File: src/rtl/serial_adder_pkg.sv
// Shared types and helpers for the chunked serial adder.
package serial_adder_pkg;

   typedef enum logic [1:0] {
      IDLE = 2'd0,
      RUN  = 2'd1,
      DONE = 2'd2
   } state_t;

   function automatic int nchunk(input int width, input int chunk);
      return width / chunk;
   endfunction

endpackage

File: src/rtl/adder_chunk.sv
// CHUNK-bit ripple adder; each bit is two half-adder cells joined by an OR.
module adder_chunk #(
   parameter int CHUNK = 2
) (
   input  logic [CHUNK-1:0] a,
   input  logic [CHUNK-1:0] b,
   input  logic             cin,
   output logic [CHUNK-1:0] sum,
   output logic             cout,
   output logic             msb_cin
);

   logic [CHUNK:0]   c;
   logic [CHUNK-1:0] p, g, h;

   assign c[0] = cin;

   for (genvar i = 0; i < CHUNK; i++) begin : g_bit
      assign p[i]   = a[i] ^ b[i];
      assign g[i]   = a[i] & b[i];
      assign sum[i] = p[i] ^ c[i];
      assign h[i]   = p[i] & c[i];
      assign c[i+1] = g[i] | h[i];
   end

   assign cout    = c[CHUNK];
   assign msb_cin = c[CHUNK-1];

endmodule

File: src/rtl/serial_adder.sv
// Multi-cycle adder processing CHUNK bits per clock, LSB chunk first.
// Optional signed-overflow output when SERIAL_ADDER_OVF_EN is defined.
module serial_adder
   import serial_adder_pkg::*;
#(
   parameter int WIDTH = 8,
   parameter int CHUNK = 2
) (
   input  logic             clk,
   input  logic             rst,
   input  logic             start,
   input  logic [WIDTH-1:0] a,
   input  logic [WIDTH-1:0] b,
   input  logic             cin,
   output logic             ready,
   output logic             busy,
   output logic             done,
   output logic [WIDTH-1:0] sum,
   output logic             cout
`ifdef SERIAL_ADDER_OVF_EN
   ,
   output logic             ovf
`endif
);

   localparam int NCHUNK = nchunk(WIDTH, CHUNK);
   localparam int CW     = (NCHUNK > 1) ? $clog2(NCHUNK) : 1;
   localparam logic [CW-1:0] KLAST = CW'(NCHUNK - 1);

   if (WIDTH < 2 || CHUNK < 1 || (WIDTH % CHUNK) != 0) begin : g_bad_cfg
      $error("serial_adder: WIDTH must be >= 2 and a multiple of CHUNK");
   end

   state_t           state, state_nx;
   logic [WIDTH-1:0] a_q, b_q;
   logic             carry;
   logic [CW-1:0]    k;
   logic             last;
   logic [CHUNK-1:0] ca, cb, cs;
   logic             cc;

   assign last = (k == KLAST);
   assign ca   = a_q[int'(k)*CHUNK +: CHUNK];
   assign cb   = b_q[int'(k)*CHUNK +: CHUNK];

`ifdef SERIAL_ADDER_OVF_EN
   logic cm;
`else
   logic cm_unused;
`endif

   adder_chunk #(.CHUNK(CHUNK)) u_chunk (
      .a       (ca),
      .b       (cb),
      .cin     (carry),
      .sum     (cs),
      .cout    (cc),
`ifdef SERIAL_ADDER_OVF_EN
      .msb_cin (cm)
`else
      .msb_cin (cm_unused)
`endif
   );

   always_ff @(posedge clk) begin
      if (rst) state <= IDLE;
      else     state <= state_nx;
   end

   always_comb begin
      state_nx = state;
      case (state)
         IDLE:    if (start) state_nx = RUN;
         RUN:     if (last)  state_nx = DONE;
         DONE:    state_nx = IDLE;
         default: state_nx = IDLE;
      endcase
   end

   assign ready = (state == IDLE);
   assign busy  = (state == RUN);
   assign done  = (state == DONE);

   // k returns to 0 on the last chunk, so it never wraps past KLAST in RUN
   always_ff @(posedge clk) begin
      if (rst) begin
         a_q   <= '0;
         b_q   <= '0;
         carry <= 1'b0;
         k     <= '0;
         sum   <= '0;
         cout  <= 1'b0;
`ifdef SERIAL_ADDER_OVF_EN
         ovf   <= 1'b0;
`endif
      end else begin
         case (state)
            IDLE: if (start) begin
               a_q   <= a;
               b_q   <= b;
               carry <= cin;
               k     <= '0;
               sum   <= '0;
            end
            RUN: begin
               sum[int'(k)*CHUNK +: CHUNK] <= cs;
               carry <= cc;
               if (last) begin
                  cout <= cc;
`ifdef SERIAL_ADDER_OVF_EN
                  ovf  <= cc ^ cm;
`endif
                  k    <= '0;
               end else begin
                  k    <= k + 1'b1;
               end
            end
            default: ;
         endcase
      end
   end

endmodule

File: config.mk
export PLATFORM = sky130hd
export DESIGN_NAME = serial_adder
export DESIGN_NICKNAME = d
export VERILOG_FILES = /design/src/rtl/serial_adder_pkg.sv /design/src/rtl/adder_chunk.sv /design/src/rtl/serial_adder.sv
export SDC_FILE = /design/constraint.sdc
export NUM_CORES = 1
export LEC_CHECK = 0
export ABC_AREA = 1
export CAP_MARGIN = 20
export CORE_ASPECT_RATIO = 0.6
export CORE_MARGIN = 2
export CORE_UTILIZATION = 30
export DETAILED_ROUTE_END_ITERATION = 7
export PLACE_DENSITY = 0.59
export REMOVE_ABC_BUFFERS = 1
export SETUP_SLACK_MARGIN = 0.4
export SLEW_MARGIN = 20
export SYNTH_ARGS = -nofsm -noshare
export SYNTH_HDL_FRONTEND = slang
export SYNTH_HIERARCHICAL = 1
export SYNTH_SLANG_ARGS = --single-unit
File: constraint.sdc
create_clock -name clk -period 2.35 [get_ports clk]
set_clock_uncertainty 0.2 [all_clocks]
set_input_delay 0.47 -clock clk [delete_from_list [all_inputs] [get_ports clk]]
set_output_delay 0.47 -clock clk [all_outputs]
set_load 0.01 [all_outputs]
Word-level counts from Yosys, hierarchy flattened
Cells that the tools add are included.

storage, ports and cells
  logic and storage cells = 45
  bits in registers = 30
  bits of input ports = 20

operators by class
  shift operators = 4
  $add $sub $neg = 2
  muxes and demuxes = 11
  bitwise gates (word level) = 10
  equality and inequality tests = 5
  reductions and logical operators = 6

operators with widths
  operator                                                                count
  3-bit negation with 33-bit output                                       1
  2-bit by 33-bit variable shift with 8-bit output, first input constant  1
  2-bit by 33-bit variable part select with 8-bit output                  1
  8-bit one-hot mux with 2 select lines                                   1
  8-bit by 4-bit variable part select with 2-bit output                   2
  8-bit bitwise mux                                                       1
  2-bit 2-to-1 mux                                                        4
  8-bit 2-to-1 mux                                                        1
  2-bit one-hot mux with 2 select lines                                   2
  2-bit AND reduction                                                     4
  1-bit bitwise AND                                                       4
  2-bit == test, second input constant                                    2
  1-bit bitwise XOR                                                       4
  2-bit by 1-bit adder with 2-bit output, second input constant           1
  2-bit by 1-bit == test with 1-bit output, second input constant         1
  2-bit logical NOT                                                       1
  2-bit by 1-bit != test with 1-bit output, second input constant         1
  2-bit != test, second input constant                                    1
  1-bit OR                                                                2
  1-bit one-hot mux with 2 select lines                                   1
  2-bit nonzero test                                                      1
  1-bit 2-to-1 mux                                                        1

Depth between registers and ports, before layout
Gate-level depths: netlist of the first run.

  depth in word-level cells = 8
  mapped depth = 10
  gate-level depth less buffers = 9

Cells and area by module
The synthesis of the first run kept the hierarchy.

by module, submodules not included
  module        sequential area each (µm²)  area an instance (µm²)  cells each  instances
  serial_adder  600.6                       1385.1                  188         1
  adder_chunk   0.0                         40.0                    2           1

Worst setup path before layout of the first run
No wires, ideal clock.

  kind = reg2reg
  start point = register k[0]
  end point = register sum[3]
  clock period less this slack = 2.420 ns
  buffers on the path = 1
  cell stages (with the launch flop) = 11
  setup time = 0.070 ns
  arrival = 2.149 ns
  path slack = -0.070 ns
  cell sequence = dfxtp_1 -> inv_1 -> buf_2 -> o21ai_0 -> o22ai_1 -> fa_1 -> fa_1 -> nand2_1 -> nor2_1 -> nand2_1 -> a21oi_1

between the ends
  cells in the longest elaborated chain, start to end = 8
  elaborated cells on any way between the ends = 14
  classes of those cells = 1 x add/sub; 4 x shift; 2 x mux; 7 x bitwise

RTL lines
  item                                                      line                 RTL
  from (decl)                                               serial_adder.sv:37   logic [CW-1:0] k;
  from (signal assigned)                                    serial_adder.sv:115  k <= k + 1'b1;
  8-bit by 4-bit variable part select with 2-bit output *   serial_adder.sv:43   assign ca = a_q[int'(k)*CHUNK +: CHUNK];
  net ca[0]                                                 serial_adder.sv:39   logic [CHUNK-1:0] ca, cb, cs;
  1-bit bitwise XOR                                         adder_chunk.sv:19    assign p[i] = a[i] ^ b[i];
  1-bit bitwise AND                                         adder_chunk.sv:22    assign h[i] = p[i] & c[i];
  1-bit OR *                                                adder_chunk.sv:23    assign c[i+1] = g[i] | h[i];
  net cm_unused                                             serial_adder.sv:49   logic cm_unused;
  1-bit bitwise XOR *                                       adder_chunk.sv:21    assign sum[i] = p[i] ^ c[i];
  net cs[1]                                                 serial_adder.sv:39
  2-bit by 33-bit variable part select with 8-bit output *  serial_adder.sv:106  sum[int'(k)*CHUNK +: CHUNK] <= cs;
  8-bit bitwise mux *                                       serial_adder.sv:106
  8-bit one-hot mux with 2 select lines *                   serial_adder.sv:97   case (state)
  to (signal, indexed assignment)                           serial_adder.sv:106
  to (decl)                                                 serial_adder.sv:18   output logic [WIDTH-1:0] sum,

The timed path passes the listed nets; every way through them passes the cells marked *.
A chain may end at the register's enable or synchronous reset.

Worst setup path after layout of the first run
  start point = register k[0]
  end point = register sum[7]

between the ends
  cells in the longest elaborated chain, start to end = 8
  elaborated cells on any way between the ends = 14
  classes of those cells = 1 x add/sub; 4 x shift; 2 x mux; 7 x bitwise

RTL lines
  item                                                      line                 RTL
  8-bit by 4-bit variable part select with 2-bit output *   serial_adder.sv:44   assign cb = b_q[int'(k)*CHUNK +: CHUNK];
  net cb[0]                                                 serial_adder.sv:39
  1-bit bitwise XOR                                         adder_chunk.sv:19
  1-bit bitwise AND                                         adder_chunk.sv:22
  1-bit OR *                                                adder_chunk.sv:23
  net cm_unused                                             serial_adder.sv:49
  1-bit bitwise XOR *                                       adder_chunk.sv:21
  net cs[1]                                                 serial_adder.sv:39
  2-bit by 33-bit variable part select with 8-bit output *  serial_adder.sv:106
  8-bit bitwise mux *                                       serial_adder.sv:106
  8-bit one-hot mux with 2 select lines *                   serial_adder.sv:97

Marked as above.

==> impl_metrics.csv, run 1 <==
group,metric,value,unit
routing,route.vias.total,1326,
timing,total_setup_violations_reported_at_the_end_of_the_flow,0,
outcome,status,"finished clean",
routing,ant_nets,0,
global_route,overall_fraction_of_global_route_tracks_in_use,14.3,%
cts,cts_made_buffers,5,
routing,route.final.wire_length,3360,um
cts,numClockSinks,30,
synthesis,synthesis.area,1430,um^2
power_and_ir_drop,power_per_cell_area,620,nW/um^2
layout,drive_gt1_share,16.5,%
cts,clock-root-buffer,"sky130_fd_sc_hd__clkbuf_8",
run,maxCapViolCount,0,
power_and_ir_drop,switching_share,27.7,%
synthesis,post_synth.cell_area_avg,7.50,um^2
global_route,global_route_wire_length_before_repair,5780,um
timing,post-route-min-period,2210,ps
place,detailed_place_hpwl,2420,um
routing,via_per_inst,4.53,
timing,tns,0,ps
setup_path,critical_path.max_stage_delay,530,ps
layout,layout.core_utilization,43.1,%
timing,max_freq,452,MHz
power_and_ir_drop,vdd_drop_max,251,uV
floorplanning,floorplan.initialDensity,31.2,%
setup_path,critical_path.top_delay_family,"adder cells",
hold_path,min_path_type,"flip-flop to flip-flop",
layout,area_delta_synth_final,38.1,%
setup_path,cp-start-kind,"flip-flop",
place,detailed_place.area,1790,um^2
setup_path,worstSetupEndpointType,"flip-flop",
power_and_ir_drop,switchingPower,0.338,mW
setup_path,critical_path_class,"flip-flop to flip-flop",
setup_path,cp_data_arrival_time,2240,ps
global_route,grt_start_max_net_pins,27,
synthesis,synth-seq-cells,30,
place,placement.io_buffers,31,
routing,detail_route.first_pass.iterations,4,
setup_path,crit_path_cell_trace,"buf_6 -> o21ai_2 -> o22ai_2 -> fa_2 -> fa_1 -> nand2_2 -> nor2_2 -> nand2_1 -> a21oi_2",
layout,layout.cells.most_common,"sky130_fd_sc_hd__nor2_1",
routing,drt_iter0_markers,43,
setup_path,critical_path.max_fanout,4,
power_and_ir_drop,share_seq_of_total_power,46.1,%
power_and_ir_drop,power.internal,0.883,mW
setup_path,r2r_setup_slack,140,ps
power_and_ir_drop,design_power_total,1.22,mW
routing,wire_per_inst,11.5,um
timing,finalHoldViolations,0,
layout,antenna_cells,0,
cts,path_clk_slew,70,ps
place,placedCellCount,282,
timing,least_margin_pin_slew,407,ps
synthesis,synth.distinct_cells,18,
place,gpl.final_weighted_congestion,0.769,
setup_path,path_buf_inv,1,
setup_path,crit_slowest_cell,"sky130_fd_sc_hd__fa_1",
power_and_ir_drop,combinationalPowerShare,18.7,%
power_and_ir_drop,clock_power_share,35.2,%
cts,clock_tree_from_tritoncts,"done",
timing,setup_repair_after_global_routing_missed_its_margin,"yes",
synthesis,postSynthCellCount,190,
routing,detail_route.drc_violations,0,
floorplanning,die_w,93.0,um
cts,cts_max_path_buffers,2,
timing,final.period_utilization,94.1,%
timing,slew_violations,0,
synthesis,yosys_warnings,6,
global_route,vias_in_the_first_global_route,1242,
floorplanning,floorplan_die_area,5340,um^2
floorplanning,ios,32,
timing,timing.max_slew.rel_slack,72.8,%
floorplanning,die_h,57.4,um
cts,worstSkewPairLatency,290,ps
synthesis,yosysSeqAreaShare,42.1,%
floorplanning,placeableCoreArea,4560,um^2
timing,hold_ws,284,ps
power_and_ir_drop,leakagePower,0.802,nW
setup_path,crit_required,2380,ps
layout,instances_no_fill,293,
timing,setup_slack,139,ps
place,dpl_worst_slack,-11.6,ps
layout,final_design_area_no_fill,1970,um^2
global_route,antenna_found_initial,0,
layout,layout.nets,257,
global_route,grt.overflow.total,0,
floorplanning,placementRows,19,
layout,most-common-layout-cells,"sky130_fd_sc_hd__nor2_1 (47), sky130_fd_sc_hd__clkdlybuf4s50_1 (28), sky130_fd_sc_hd__dfxtp_1 (26)",
cts,cts_max_level,2,
power by group through the flow:
stage	sequential [mW]	combinational (mW)	clock, mW
final	0.563	0.228	0.430
after global routing	0.567	0.258	0.469
after CTS	0.563	0.226	0.443
after detailed placement	0.571	0.212	0
after global placement	0.571	0.208	0
after floorplan	0.569	0.121	0
layer usage:
layer	share of wire [%]	global-route usage, %
met3	4.6	4.89
met4	2.0	7.56
met2	40	19.8
met1	53	19.7
met5	0	0
logic make-up after synthesis:
kind of cell             Yosys count  synth area share [%]
AO/OA/AOI/OAI                     40                  14.4
adder cells (fa/ha/maj)            8                  8.08
buffers and inverters             20                  8.08
AND/OR/NAND/NOR                   92                  27.3
flip-flops                        30                  42.1
state kept, by name (all words and copies together), names as in the netlist:
| register | count |
|---|---|
| k | 2 |
| carry | 1 |
| a_q | 8 |
| b_q | 8 |
| sum | 8 |
| cout | 1 |
| state | 2 |
layout make-up:
cell class,count,area (um^2)
repair buffers,40,378
multi-input cells,140,757
clock inverters,1,5.00
clock buffers,7,86.3
flip-flops and latches,30,611
well taps,63,78.8
fillers,494,2600
inverters,12,52.6
path summary, 6_finish.rpt:
path / start / endpoint / depth (start not counted)
hold reg to reg: a_q[5]$_SDFFE_PP0P_ / a_q[5]$_SDFFE_PP0P_ / 2
setup / recovery: k[0]$_SDFFE_PP0P_ / sum[7]$_SDFFE_PP0P_ / 9
hold / removal: a_q[5]$_SDFFE_PP0P_ / a_q[5]$_SDFFE_PP0P_ / 2
setup reg to reg: k[0]$_SDFFE_PP0P_ / sum[7]$_SDFFE_PP0P_ / 9
worst min-delay path: cells and delay by family, from the launching register on:
kind	cells	cell delay, ps
DFF	1	320
and+or+nand+nor	2	130
cells in the mapped netlist:
cell type                  instances  area (um^2)
sky130_fd_sc_hd__a21oi_1          11         55.1
sky130_fd_sc_hd__buf_2             1         5.00
sky130_fd_sc_hd__buf_6             3         33.8
sky130_fd_sc_hd__buf_8             1         15.0
sky130_fd_sc_hd__clkbuf_1          3         11.3
sky130_fd_sc_hd__dfxtp_1          30          601
sky130_fd_sc_hd__fa_1              2         40.0
sky130_fd_sc_hd__ha_1              6         75.1
sky130_fd_sc_hd__inv_1            10         37.5
sky130_fd_sc_hd__inv_2             1         3.75
sky130_fd_sc_hd__inv_6             1         8.76
sky130_fd_sc_hd__nand2_1          21         78.8
sky130_fd_sc_hd__nand2_4           1         11.3
sky130_fd_sc_hd__nand3_1          17         85.1
sky130_fd_sc_hd__nor2_1           51          191
sky130_fd_sc_hd__nor2_4            2         22.5
sky130_fd_sc_hd__o21ai_0          25          125
sky130_fd_sc_hd__o22ai_1           4         25.0
what timing repair did:
item                       in CTS  in global routing
hold buffers                    0                  0
buffers inserted                3                  0
gates cloned                    0                  0
resized for setup              24                  5
setup endpoints to repair      11                  8
pin swaps                      10                  5
Power figures use the tool's default switching activity.
==> run 2, diff against run 1 <==
- DONT_BUFFER_PORTS: default -> 1
- MAX_ROUTING_LAYER: default -> met4
- PLACE_DENSITY: 0.59 -> 0.5
==> impl_metrics.csv, run 2 (synthesized netlist as in run 1, its figures left out) <==
group,metric,value,unit
floorplanning,die_w,93.0,um
layout,fillCellCount,519,
cts,cts_max_level,2,
timing,final.period_utilization,96.9,%
floorplanning,placementRows,19,
power_and_ir_drop,leakagePower,0.669,nW
timing,max_freq,439,MHz
power_and_ir_drop,design_power_total,1.18,mW
floorplanning,placeableCoreArea,4560,um^2
global_route,vias_in_the_first_global_route,1171,
timing,setup_repair_after_global_routing_missed_its_margin,"yes",
layout,biggest_regs,"a_q (8), b_q (8), sum (8)",
routing,route.final.wire_length,3320,um
setup_path,cp_data_arrival_time,2290,ps
cts,clock-root-buffer,"sky130_fd_sc_hd__clkbuf_8",
setup_path,critical_path_class,"flip-flop to flip-flop",
timing,hold_ws,43.6,ps
layout,area_delta_synth_final,17.6,%
setup_path,critical_path.max_fanout,5,
layout,layout.nets,224,
global_route,global_route_wire_length_before_repair,5620,um
global_route,antenna_found_initial,0,
global_route,overall_fraction_of_global_route_tracks_in_use,13.9,%
floorplanning,floorplan_die_area,5340,um^2
routing,ant_nets,0,
floorplanning,die_h,57.4,um
power_and_ir_drop,power_per_cell_area,705,nW/um^2
setup_path,worstSetupEndpointType,"flip-flop",
floorplanning,floorplan.initialDensity,31.2,%
outcome,status,"finished clean",
setup_path,crit_required,2360,ps
routing,route.vias.total,1202,
cts,postCtsHoldBufs,0,
place,gpl.final_weighted_congestion,0.765,
timing,finalHoldViolations,0,
routing,wire_per_inst,12.8,um
timing,least_margin_pin_slew,433,ps
cts,path_clk_slew,70,ps
layout,most-common-layout-cells,"sky130_fd_sc_hd__nor2_1 (44), sky130_fd_sc_hd__dfxtp_1 (28), sky130_fd_sc_hd__o21ai_0 (21)",
place,detailed_place_hpwl,2390,um
layout,drive_gt1_share,22.3,%
hold_path,min_path_type,"input pin to flip-flop",
routing,via_per_inst,4.62,
timing,total_setup_violations_reported_at_the_end_of_the_flow,0,
layout,layout.cells.most_common,"sky130_fd_sc_hd__nor2_1",
run,maxCapViolCount,0,
routing,detail_route.drc_violations,0,
setup_path,cp-start-kind,"flip-flop",
floorplanning,ios,32,
global_route,grt_start_max_net_pins,27,
cts,clock_tree_from_tritoncts,"done",
cts,cts_max_path_buffers,2,
routing,detail_route.first_pass.iterations,4,
layout,antenna_cells,0,
timing,timing.max_slew.rel_slack,71.1,%
power_and_ir_drop,vdd_drop_max,298,uV
timing,post-route-min-period,2280,ps
routing,drt_iter0_markers,29,
place,placement.io_buffers,0,
timing,slew_violations,0,
cts,cts_made_buffers,5,
cts,numClockSinks,30,
global_route,grt.overflow.total,0,
cts,worstSkewPairLatency,280,ps
[run 2: final timing paths]
path / depth (start not counted) / end / from / slack (ps)
setup reg to reg: 9 / sum[3]$_SDFFE_PP0P_ / k[0]$_SDFFE_PP0P_ / 70
hold / removal: 1 / sum[5]$_SDFFE_PP0P_ / rst / 40
setup / recovery: 9 / sum[3]$_SDFFE_PP0P_ / k[0]$_SDFFE_PP0P_ / 70
hold reg to reg: 2 / a_q[5]$_SDFFE_PP0P_ / a_q[5]$_SDFFE_PP0P_ / 280
[run 2: critical path: stages (launching register included)]
cell and delay [ps]:
sky130_fd_sc_hd__dfxtp_2 340, sky130_fd_sc_hd__buf_6 130, sky130_fd_sc_hd__o21ai_2 110, sky130_fd_sc_hd__o22ai_2 100, sky130_fd_sc_hd__fa_2 400, sky130_fd_sc_hd__fa_2 570
sky130_fd_sc_hd__nand2_2 80, sky130_fd_sc_hd__nor2_4 110, sky130_fd_sc_hd__nand2_1 60, sky130_fd_sc_hd__a21oi_1 120
[run 2: power breakdown]
group          leakage (nW)  switching (mW)  total, mW  internal, mW
logic                 0.374           0.116      0.195        0.0787
registers             0.247          0.0253      0.565         0.540
clock network        0.0482           0.186      0.421         0.236
total                 0.669           0.327       1.18         0.855
[run 2: layer usage]
metal	vias up	share of wire (%)	GRT usage, %
met5	-	0	-
met4	0	0.45	2.52
met3	2	6.0	6.08
met2	25	39	17.9
met1	538	54	20.1
li1	637	-	-
[run 2: final cells by class]
type / count / area [um^2] / share of cell area [%]
clock inverter: 1 / 5.00 / 0.299
clock buffer: 7 / 86.3 / 5.15
inverter: 12 / 50.0 / 2.99
tap: 63 / 78.8 / 4.70
timing repair buffer: 7 / 60.1 / 3.58
multi-input combinational: 140 / 792 / 47.3
sequential: 30 / 603 / 36.0
[run 2: through the flow]
stage	setup TNS [ps]	utilization (%)	instance area, um^2	worst slack (ps)	instances
detailed placement	-17.1	32.5	1480	-11.9	251
finish	0	36.7	1680	73.9	260
CTS	0	35.1	1600	73.4	259
floorplan	-863	-	1360	-228	182
global placement	0	32.5	1480	61.8	251
global route	-40.5	36.7	1680	-30.1	260
[run 2: timing repair]
action / in CTS / in global routing
gates cloned: 0 / 0
setup endpoints to repair: 8 / 10
setup buffers: 0 / 1
resized for setup: 11 / 22
pin swaps: 5 / 9
